==> config.mk <==
export PLATFORM = sky130hd
export DESIGN_NAME = seven_seg_scan
export DESIGN_NICKNAME = d
export VERILOG_FILES = /design/src/rtl/seven_seg_pkg.sv /design/src/rtl/bcd_to_seg.sv /design/src/rtl/seven_seg_scan.sv
export SDC_FILE = /design/constraint.sdc
export NUM_CORES = 1
export LEC_CHECK = 0
export BUFFER_PORTS_ARGS = -buffer_cell sky130_fd_sc_hd__buf_2
export CAP_MARGIN = 10
export CORE_MARGIN = 2
export CORE_UTILIZATION = 40
export DETAILED_ROUTE_END_ITERATION = 10
export HOLD_SLACK_MARGIN = 0.15
export SYNTH_ARGS = -nofsm -noshare
export SYNTH_HDL_FRONTEND = slang
export SYNTH_SLANG_ARGS = --single-unit
==> constraint.sdc <==
create_clock -name clk -period 2.65 [get_ports clk]
set_input_delay 0.53 -clock clk [delete_from_list [all_inputs] [get_ports clk]]
set_output_delay 0.53 -clock clk [all_outputs]
set_load 0.005 [all_outputs]
==> src/rtl/seven_seg_pkg.sv <==
// seven_seg_pkg: shared segment patterns, anode constants and digit-index type for the scan driver.
package seven_seg_pkg;
  localparam int IDX_W = 2;
  typedef logic [IDX_W-1:0] idx_t;
  localparam logic [6:0] SEG_0    = 7'b1000000;
  localparam logic [6:0] SEG_1    = 7'b1111001;
  localparam logic [6:0] SEG_2    = 7'b0100100;
  localparam logic [6:0] SEG_3    = 7'b0110000;
  localparam logic [6:0] SEG_4    = 7'b0011001;
  localparam logic [6:0] SEG_5    = 7'b0010010;
  localparam logic [6:0] SEG_6    = 7'b0000010;
  localparam logic [6:0] SEG_7    = 7'b1111000;
  localparam logic [6:0] SEG_8    = 7'b0000000;
  localparam logic [6:0] SEG_9    = 7'b0010000;
  localparam logic [6:0] SEG_DASH = 7'b0111111;
  localparam logic [6:0] SEG_OFF  = 7'b1111111;
  localparam logic [3:0] AN_OFF   = 4'b1111;
endpackage

==> src/rtl/bcd_to_seg.sv <==
// bcd_to_seg: combinational BCD to active-low gfedcba decoder; codes above 9 show a dash.
module bcd_to_seg
  import seven_seg_pkg::*;
(
  input  logic [3:0] i_bcd,
  output logic [6:0] o_seg
);
  always_comb begin
    case (i_bcd)
      4'd0:    o_seg = SEG_0;
      4'd1:    o_seg = SEG_1;
      4'd2:    o_seg = SEG_2;
      4'd3:    o_seg = SEG_3;
      4'd4:    o_seg = SEG_4;
      4'd5:    o_seg = SEG_5;
      4'd6:    o_seg = SEG_6;
      4'd7:    o_seg = SEG_7;
      4'd8:    o_seg = SEG_8;
      4'd9:    o_seg = SEG_9;
      default: o_seg = SEG_DASH;
    endcase
  end
endmodule

==> src/rtl/seven_seg_scan.sv <==
// seven_seg_scan: 4-digit common-anode scan driver with per-frame snapshot and leading-zero blanking.
module seven_seg_scan
  import seven_seg_pkg::*;
#(
  parameter int CLK_HZ        = 100_000_000,
  parameter int DIGIT_HZ      = 1000,
  parameter bit BLANK_LEADING = 1'b1
) (
  input  logic       clk,
  input  logic       rst_n,
  input  logic [3:0] thos,
  input  logic [3:0] hund,
  input  logic [3:0] tens,
  input  logic [3:0] ones,
  input  logic [3:0] dp_in,
  input  logic       en,
  output logic [3:0] an,
  output logic [6:0] seg,
  output logic       dp,
  output logic       frame_start
);
  localparam int DIV = CLK_HZ / DIGIT_HZ;
  localparam int PW  = (DIV < 2) ? 1 : $clog2(DIV);
  if (DIV < 2) begin : g_div_chk
    $error("seven_seg_scan: CLK_HZ/DIGIT_HZ must be at least 2");
  end
  logic [PW-1:0]   r_pre;
  idx_t            r_idx;
  logic [3:0][3:0] r_dig;
  logic [3:0]      r_dpm;
  logic            w_tick;
  logic            w_off;
  logic [3:0]      w_lead;
  logic [6:0]      w_seg;
  assign w_tick = r_pre == PW'(DIV - 1);
  // w_lead[i]: digit i and every digit above it are zero; the ones digit is never leading
  assign w_lead = {r_dig[3] == '0, r_dig[3:2] == '0, r_dig[3:1] == '0, 1'b0};
  assign w_off  = !en || (BLANK_LEADING && w_lead[r_idx]);
  bcd_to_seg u_dec (
    .i_bcd(r_dig[r_idx]),
    .o_seg(w_seg)
  );
  always_ff @(posedge clk or negedge rst_n) begin
    if (!rst_n) begin
      r_pre       <= '0;
      r_idx       <= '0;
      r_dig       <= '0;
      r_dpm       <= '0;
      an          <= AN_OFF;
      seg         <= SEG_OFF;
      dp          <= 1'b1;
      frame_start <= 1'b0;
    end else begin
      r_pre       <= w_tick ? '0 : r_pre + 1'b1;
      r_idx       <= r_idx + idx_t'(w_tick);
      frame_start <= w_tick && r_idx == '1;
      if (w_tick && r_idx == '1) begin
        r_dig <= {thos, hund, tens, ones};
        r_dpm <= dp_in;
      end
      an          <= w_off ? AN_OFF : ~(4'b0001 << r_idx);
      seg         <= w_off ? SEG_OFF : w_seg;
      dp          <= w_off || !r_dpm[r_idx];
    end
  end
endmodule
# Word-level counts from Yosys, hierarchy flattened
# Memories as Yosys holds them, arrays and structs flattened.
# Index checks and enable logic that the tools add are counted.
# Widths: inputs -> output; s select.
# totals
wordCells	36
reg_bits	52
mem_count	1
romBits	112
inputBits	23
# classes
bitwise	1
n_addsub	2
muxes	9
n_eq_ne	2
n_shift	1
magnitude_cmp	1
n_reduce_logical	8
# mem_list
memory	words	width	read_ports	rd_clocked_by_memory_dff	write_ports	line_no	rtl
(name not given)	16	7	1	0	0	bcd_to_seg.sv:9	case (i_bcd)
# op_table
operator	n
$add 17x1->17 const B	1
$eq 17x17->1 const B	1
$mux 17	1
$logic_not 12->1	1
$bmux 4 s2	1
$logic_not 8->1	1
$mux 4	2
$mux 7	1
$bmux 1 s2	2
$logic_not 4->1	1
$not 4->4	1
$shl 1x2->4 const A	1
$lt 2x3->1 const B	1
$add 2x1->2	1
$eq 2x2->1 const B	1
$logic_not 1->1	2
$logic_or 1x1->1	2
$mux 1	2
$logic_and 1x1->1	1

# Depth between registers and ports, before layout
# Gate-level depths: netlist (run 1).
# logic_depth
ltp_word	5
mapped_depth	8

# Hierarchy
# A second synthesis (run 1) with hierarchy kept.
# hier_totals
cells_unflattened	194
hier_area_um2	2551.2
# by_module_without_submodules
mod	n_inst	seq_area_each_um2	area_per_inst_um2	cells_per_inst
seven_seg_scan	1	1316.3	2311.0	163
bcd_to_seg	1	0.0	240.2	31

# Worst setup path before layout (run 1)
# No wires, ideal clock.
# synth_path
kind	register to register
start	reg r_idx[1]
end	reg seg[4]
slack_ps	724
required_time_ps	2553
setup_time_ps	97
stages_incl_launch_ff	9
synth_period_minus_slack_ps	1926
arrival_time_ps	1829
cell_sequence	dfrtp_1 > buf_6 > mux4_2 > inv_1 > ha_1 > inv_1 > mux2_4 > o22ai_2 > nand3_1
# synth_between
elab_chain_cells	4
word_cells_on_any_way	7
# synth_lines
element	line_no	rtl
start, declared	seven_seg_scan.sv:28	idx_t r_idx;
start signal, assigned	seven_seg_scan.sv:55	r_idx <= r_idx + idx_t'(w_tick);
$bmux 4 s2 or $bmux 1 s2 (tied branches)	seven_seg_scan.sv:40, seven_seg_scan.sv:38	
$mux 4 (implied by the code) or $mux 1 (tied branches)	seven_seg_scan.sv:40, seven_seg_scan.sv:38	
$mem_v2 16x7 or $logic_or 1x1->1 (tied branches)	-	
$mux 7 *	seven_seg_scan.sv:62	seg <= w_off ? SEG_OFF : w_seg;
end signal, assigned	seven_seg_scan.sv:62	
end, declared	seven_seg_scan.sv:18	output logic [6:0] seg,
# Mark *: on every way between the ends. The rest lies on a longest branch, timed or not. The select of a mux whose other input is x is not followed.
# A chain may end at the register's enable or synchronous reset.

# Worst setup path after layout (run 1)
# Ends and elaborated chain as after synthesis.

==> out/metrics.cfg, run 1 <==
[status]
status=completed

[timing]
layout_worst_path_cycle_share_pct=82.6
rsz0062_at_grt=false
finalSetupTns_ps=0
tightestPinTransition_ps=907
slew_headroom_pct=39.5
fin_crit_ps=2190
setup_violations=0
clock.fmax_mhz=457
finalClockSkew_ps=8.88
slew_viol_final=0
hold_viol=0
holdWs_ps=344

[cts]
hold_buffers=0
cts.sinks=52
clk_latency_ps=310
cts_tree=yes
cts_buffers=5
cts_resized=0
htreeDepth=2
cts_buffer_depth=2
clk_pin_slew_ps=90
root_buffer=clkbuf_8
post-cts-setup-buffers=0

[floorplanning]
rows=28
top_level_ports=36
die_h_um=82.4
die_w_um=82.4
coreArea_um2=5920
fp.dieArea_um2=6790
initial_core_util_pct=41.5

[critical_path]
cp_top_family=multiplexers
reg2reg_from=r_idx[1]
crit_chain=mux4_2 > inv_1 > ha_1 > inv_1 > mux2_4 > o22ai_2 > nand3_1
r2r-end=seg[4]
cp_common_cell=inv_1
slowest_stage=dfrtp_1
crit_type=reg -> reg
rrSetupSlack_ps=460
slowest_delay_ps=650
cp.arrival_ps=2410
cp.buffers_inverters=2
critPathRequiredTime_ps=2870
cp_max_fo=13
ff2ff_path_depth=7
critPathLaunchType=register
end_kind=register

[global_routing]
overflow=0
grt_use_total_pct=15.1
antenna_found_initial=0
grt_pass1_wl_um=7700
grt_max_degree=43
grt_pass1_vias=1609

[route]
avgViaCountPerCell=5.26
first_pass_iters=4
routed_wl_um=4300
ant_nets=0
dr.first_iter.drc_count=104
vias=1611
drcViolationCount=0
wire_per_inst_um=14.1

[layout]
fin_cells=306
multi_input_area_um2=1050
seqCellArea_um2=1320
fin_util_pct=47.0
nets=260
syn_to_final_growth_pct=13.2
antenna_cells=0
drive_gt1_share_pct=35.1
num-fill-cells=549

[pwr]
ir_worst_vdd_mv=0.244
power_density_nw_per_um2=474
power_leakage_nw=1.28

[job]
cap_violations=0

[logic_synthesis]
syn_area_um2=2460
synth_fp_nets=225
yosysSeqAreaShare_pct=53.5
ys_types=42
synth.ff_latch_count=52
ys_warn_count=0
synth_cells=195
syn_avg_cell_area_um2=12.6

[worst_hold_path]
hold_class=in -> async

[place]
routabilityCongestion=0.768
dp.cells=298
numPortBuffers=35
hpwl_um=3030

## power breakdown
part	leakage (nW)	switching, W	internal (W)
sequential	0.671	0.00000118	0.000803
clock	0.0434	0.000259	0.000212
combinational	0.565	0.0000251	0.0000181
total	1.28	0.000286	0.00103
## kinds of logic after synthesis
logic type / count (synthesis) / share of synthesized area, %
buffers and inverters: 16 / 3.56
xor gates and xnor gates: 13 / 4.63
and+or+nand+nor: 66 / 15.3
DFF: 52 / 53.5
AOI/OAI and AO/OA: 12 / 3.61
muxes: 29 / 15.8
adders and majority gates: 7 / 3.56
## per-stage QoR
| stage | instance area [µm²] | total power (W) | worst slack, ps |
|---|---|---|---|
| floorplan | 2460 | 0.000825 | 724 |
| global placement | 2690 | 0.000864 | 522 |
| detailed placement | 2690 | 0.000864 | 459 |
| CTS | 2780 | 0.00134 | 445 |
| global route | 2780 | 0.00138 | 258 |
| finish | 2780 | 0.00132 | 461 |
## metal layers
layer	global-route usage, %	routed length (µm)
met1	21.7	2180
met2	21.7	1840
met3	4.24	197
met4	5.50	80
met5	0	0
## worst max-delay path by stage
| stage | depth (start not counted) | from | end |
|---|---|---|---|
| global placement | 7 | r_idx[1] | seg[4] |
| CTS | 7 | r_idx[1] | seg[4] |
| finish | 7 | r_idx[1] | seg[4] |
| detailed placement | 7 | r_idx[1] | seg[4] |
| global route | 7 | r_idx[1] | seg[4] |
| floorplan | 8 | r_idx[1] | seg[4] |
## cells in the mapped netlist
cell type  count  area share (%)
a21o_1         1            0.31
a21oi_1        2            0.41
mux2i_1        2            0.81
nand4_1        8             2.0
or4_1          3            0.92
mux2_1         7             3.2
ha_1           7             3.6
o22ai_1        2            0.51
inv_1          6            0.92
o21ai_0        3            0.61
nor2_1        12             1.8
nand2b_1       1            0.25
buf_4          2            0.61
and4_1         3             1.1
o22ai_2        1            0.51
dfstp_2       12              13
dfrtp_1       40              41
clkbuf_4       1            0.31
nand2b_2       1            0.36
nor2b_1        1            0.25
nor3_1         2            0.41
nor4b_1        1            0.36
nor4bb_1       2            0.81
xnor2_1        5             1.8
xor2_1         8             2.8
buf_6          2            0.92
o211ai_1       1            0.31
and2_4         1            0.36
nand4b_1       2            0.71
o31ai_1        1            0.31
nor4_1         3            0.76
mux2_4         1            0.61
mux4_2         4             3.7
or2_0          2            0.51
and3_1         2            0.51
o32ai_2        1            0.66
nand2_1        6            0.92
mux4_1         1             1.1
nand3_1       16             3.3
buf_2          1            0.20
mux2_2        14             6.4
clkbuf_1       4            0.61
## final cells by class
type	count	area share [%]
Sequential cell	52	47.3
Multi-Input combinational cell	127	37.9
Timing Repair Buffer	38	7.10
Tap cell	75	3.37
Clock buffer	6	2.97
Inverter	6	0.809
Clock inverter	2	0.540
## layout by cell type (no fill, tap or decap), types with 2 or more instances in the layout
master,synthesis,routed
or2_0,2,2
xnor2_1,5,5
dfrtp_1,40,40
or4_1,3,3
nor3_1,2,2
clkbuf_8,0,6
buf_4,2,3
nand4b_1,2,2
and3_1,2,2
ha_1,7,7
nand2_1,6,6
mux2_1,7,7
mux2_2,14,14
mux4_2,4,4
o22ai_1,2,2
nand3_1,16,16
buf_2,1,35
o21ai_0,3,3
xor2_1,8,8
a21oi_1,2,2
dfstp_2,12,12
mux2i_1,2,2
nand4_1,8,8
clkinvlp_4,0,2
and4_1,3,3
nor4bb_1,2,2
nor2_1,12,12
inv_1,6,6
nor4_1,3,3
## sequential cells by signal (all words and copies together), names as in the netlist
signal / cells
r_pre: 17
seg: 7
r_dpm: 4
dp: 1
an: 4
r_dig: 16
r_idx: 2
frame_start: 1
Power figures use the tool's default switching activity.
==> run 2, diff against run 1 <==
- clock period: 2.65 -> 2.27 ns (I/O delays scaled with it)
==> run 2 against run 1 <==
Compared with the run above: die area is the same; routed wire length grew 2.9%; worst setup slack lost 280 ps; combinational power grew 21%; cell area grew 0.40%; largest power group unchanged; maximum frequency grew 4.6%; power grew 14%.
==> out/metrics.cfg, run 2 (same netlist as run 1, synthesis figures left out) <==
[cts]
clk_latency_ps=300
clk_pin_slew_ps=90
cts_tree=yes
cts.sinks=52
cts_buffer_depth=2
htreeDepth=2
cts_buffers=5
root_buffer=clkbuf_8
cts_resized=0

[global_routing]
grt_pass1_vias=1637
grt_use_total_pct=15.4
overflow=0
grt_pass1_wl_um=7990
grt_max_degree=21
antenna_found_initial=0

[layout]
largest_reg_flops=17
most-common-layout-cells=40 x dfrtp_1, 35 x buf_2, 16 x nand3_1
antenna_cells=0
top_register=r_pre
nets=263
reg_top3=r_pre: 17 flops, r_dig: 16 flops, seg: 7 flops
syn_to_final_growth_pct=13.6
drive_gt1_share_pct=34.6
final_common_cell=dfrtp_1
fin_area_um2=2790

[timing]
slew_headroom_pct=69.1
finalClockSkew_ps=11.9
fin_crit_ps=2090
finalSetupTns_ps=0
slew_viol_final=0
tightestPinTransition_ps=463
hold_viol=0
layout_worst_path_cycle_share_pct=92.2
clock.fmax_mhz=478
setup_violations=0
rsz0062_at_grt=false

[pwr]
p_sw_share_pct=21.6
ir_worst_vdd_mv=0.353
combPwrFrac_pct=3.5
p_int_w=0.00117
p_clk_share_pct=33.9
power_leakage_nw=1.29
seq_power_share_pct=62.7
power_density_nw_per_um2=536
power.switching_w=0.000324

[place]
routabilityCongestion=0.789
numPortBuffers=35
hpwl_um=3220
place_area_um2=2700

[floorplanning]
die_h_um=82.4
rows=28
fp.dieArea_um2=6790
initial_core_util_pct=41.5
die_w_um=82.4
coreArea_um2=5920
top_level_ports=36

[job]
cap_violations=0

[critical_path]
cp.arrival_ps=2310
end_kind=register
cp_max_fo=7
critPathRequiredTime_ps=2490
critPathLaunchType=register
crit_type=reg -> reg

[route]
drcViolationCount=0
dr.first_iter.drc_count=79
vias=1599
ant_nets=0
first_pass_iters=4
avgViaCountPerCell=5.17
wire_per_inst_um=14.3
routed_wl_um=4430

[status]
status=completed

[worst_hold_path]
hold_class=in -> reg

## run 2: timing repair
action                                 in CTS  in global routing
setup endpoints to repair                   0                  0
hold buffers                                1                  0
setup buffers                               0                  0
endpoints found under the hold margin      17                  0
## run 2: final cells by class
cell class	count	area, µm²
multi-input cells	127	1050
well taps	75	93.8
fillers	566	3130
repair buffers	41	223
flip-flops and latches	52	1320
clock buffers	6	72.6
inverters	6	22.5
clock inverters	2	11.3
## run 2: worst max-delay path: stages, from the launching register on
cell     delay (ps)
dfrtp_1         550
mux4_2          640
inv_1           140
ha_1            180
inv_1            50
mux2_4          260
o22ai_2         110
nand3_1          90
## run 2: power groups by stage
stage | clock (W) | sequential, W | combinational, W
CTS | 0.000526 | 0.000939 | 0.0000549
global placement | 0 | 0.000956 | 0.0000524
finish | 0.000507 | 0.000938 | 0.0000522
detailed placement | 0 | 0.000956 | 0.0000534
floorplan | 0 | 0.000958 | 0.00000500
global route | 0.000571 | 0.000940 | 0.0000616
## run 2: stage by stage
| step | hold WS [ps] | std cells | power [W] | worst slack (ps) | utilization (%) |
|---|---|---|---|---|---|
| 2_1_floorplan | 158 | 195 | 0.000963 | 344 | - |
| 3_3_place_gp | 409 | 300 | 0.00101 | 280 | 45.6 |
| 3_5_place_dp | 412 | 300 | 0.00101 | 198 | 45.6 |
| 4_1_cts | 352 | 309 | 0.00152 | 172 | 47.2 |
| 5_1_grt | 357 | 309 | 0.00157 | 7.06 | 47.2 |
| 6_report | 359 | 309 | 0.00150 | 177 | 47.2 |
## run 2: final timing paths
path	startpoint	end	slack, ps	cells past startpoint
worst min register to register	r_pre[0]	r_pre[0]	500	1
worst max register to register	r_idx[1]	seg[4]	180	7
max in group asynchronous	rst_n	an[1]	1020	3
min in group asynchronous	rst_n	r_dig[3]	600	2
worst min-delay path	dp_in[3]	r_dpm[3]	360	2
worst max-delay path	r_idx[1]	seg[4]	180	7
## run 2: layer usage
metal	vias up	routed length, µm	track usage (%)	part of all wire [%]
li1	778	-	-	-
met1	787	2250	22.2	51
met2	32	1950	22.9	44
met3	2	187	3.59	4.2
met4	0	40	5.00	0.90
met5	-	0	0	0
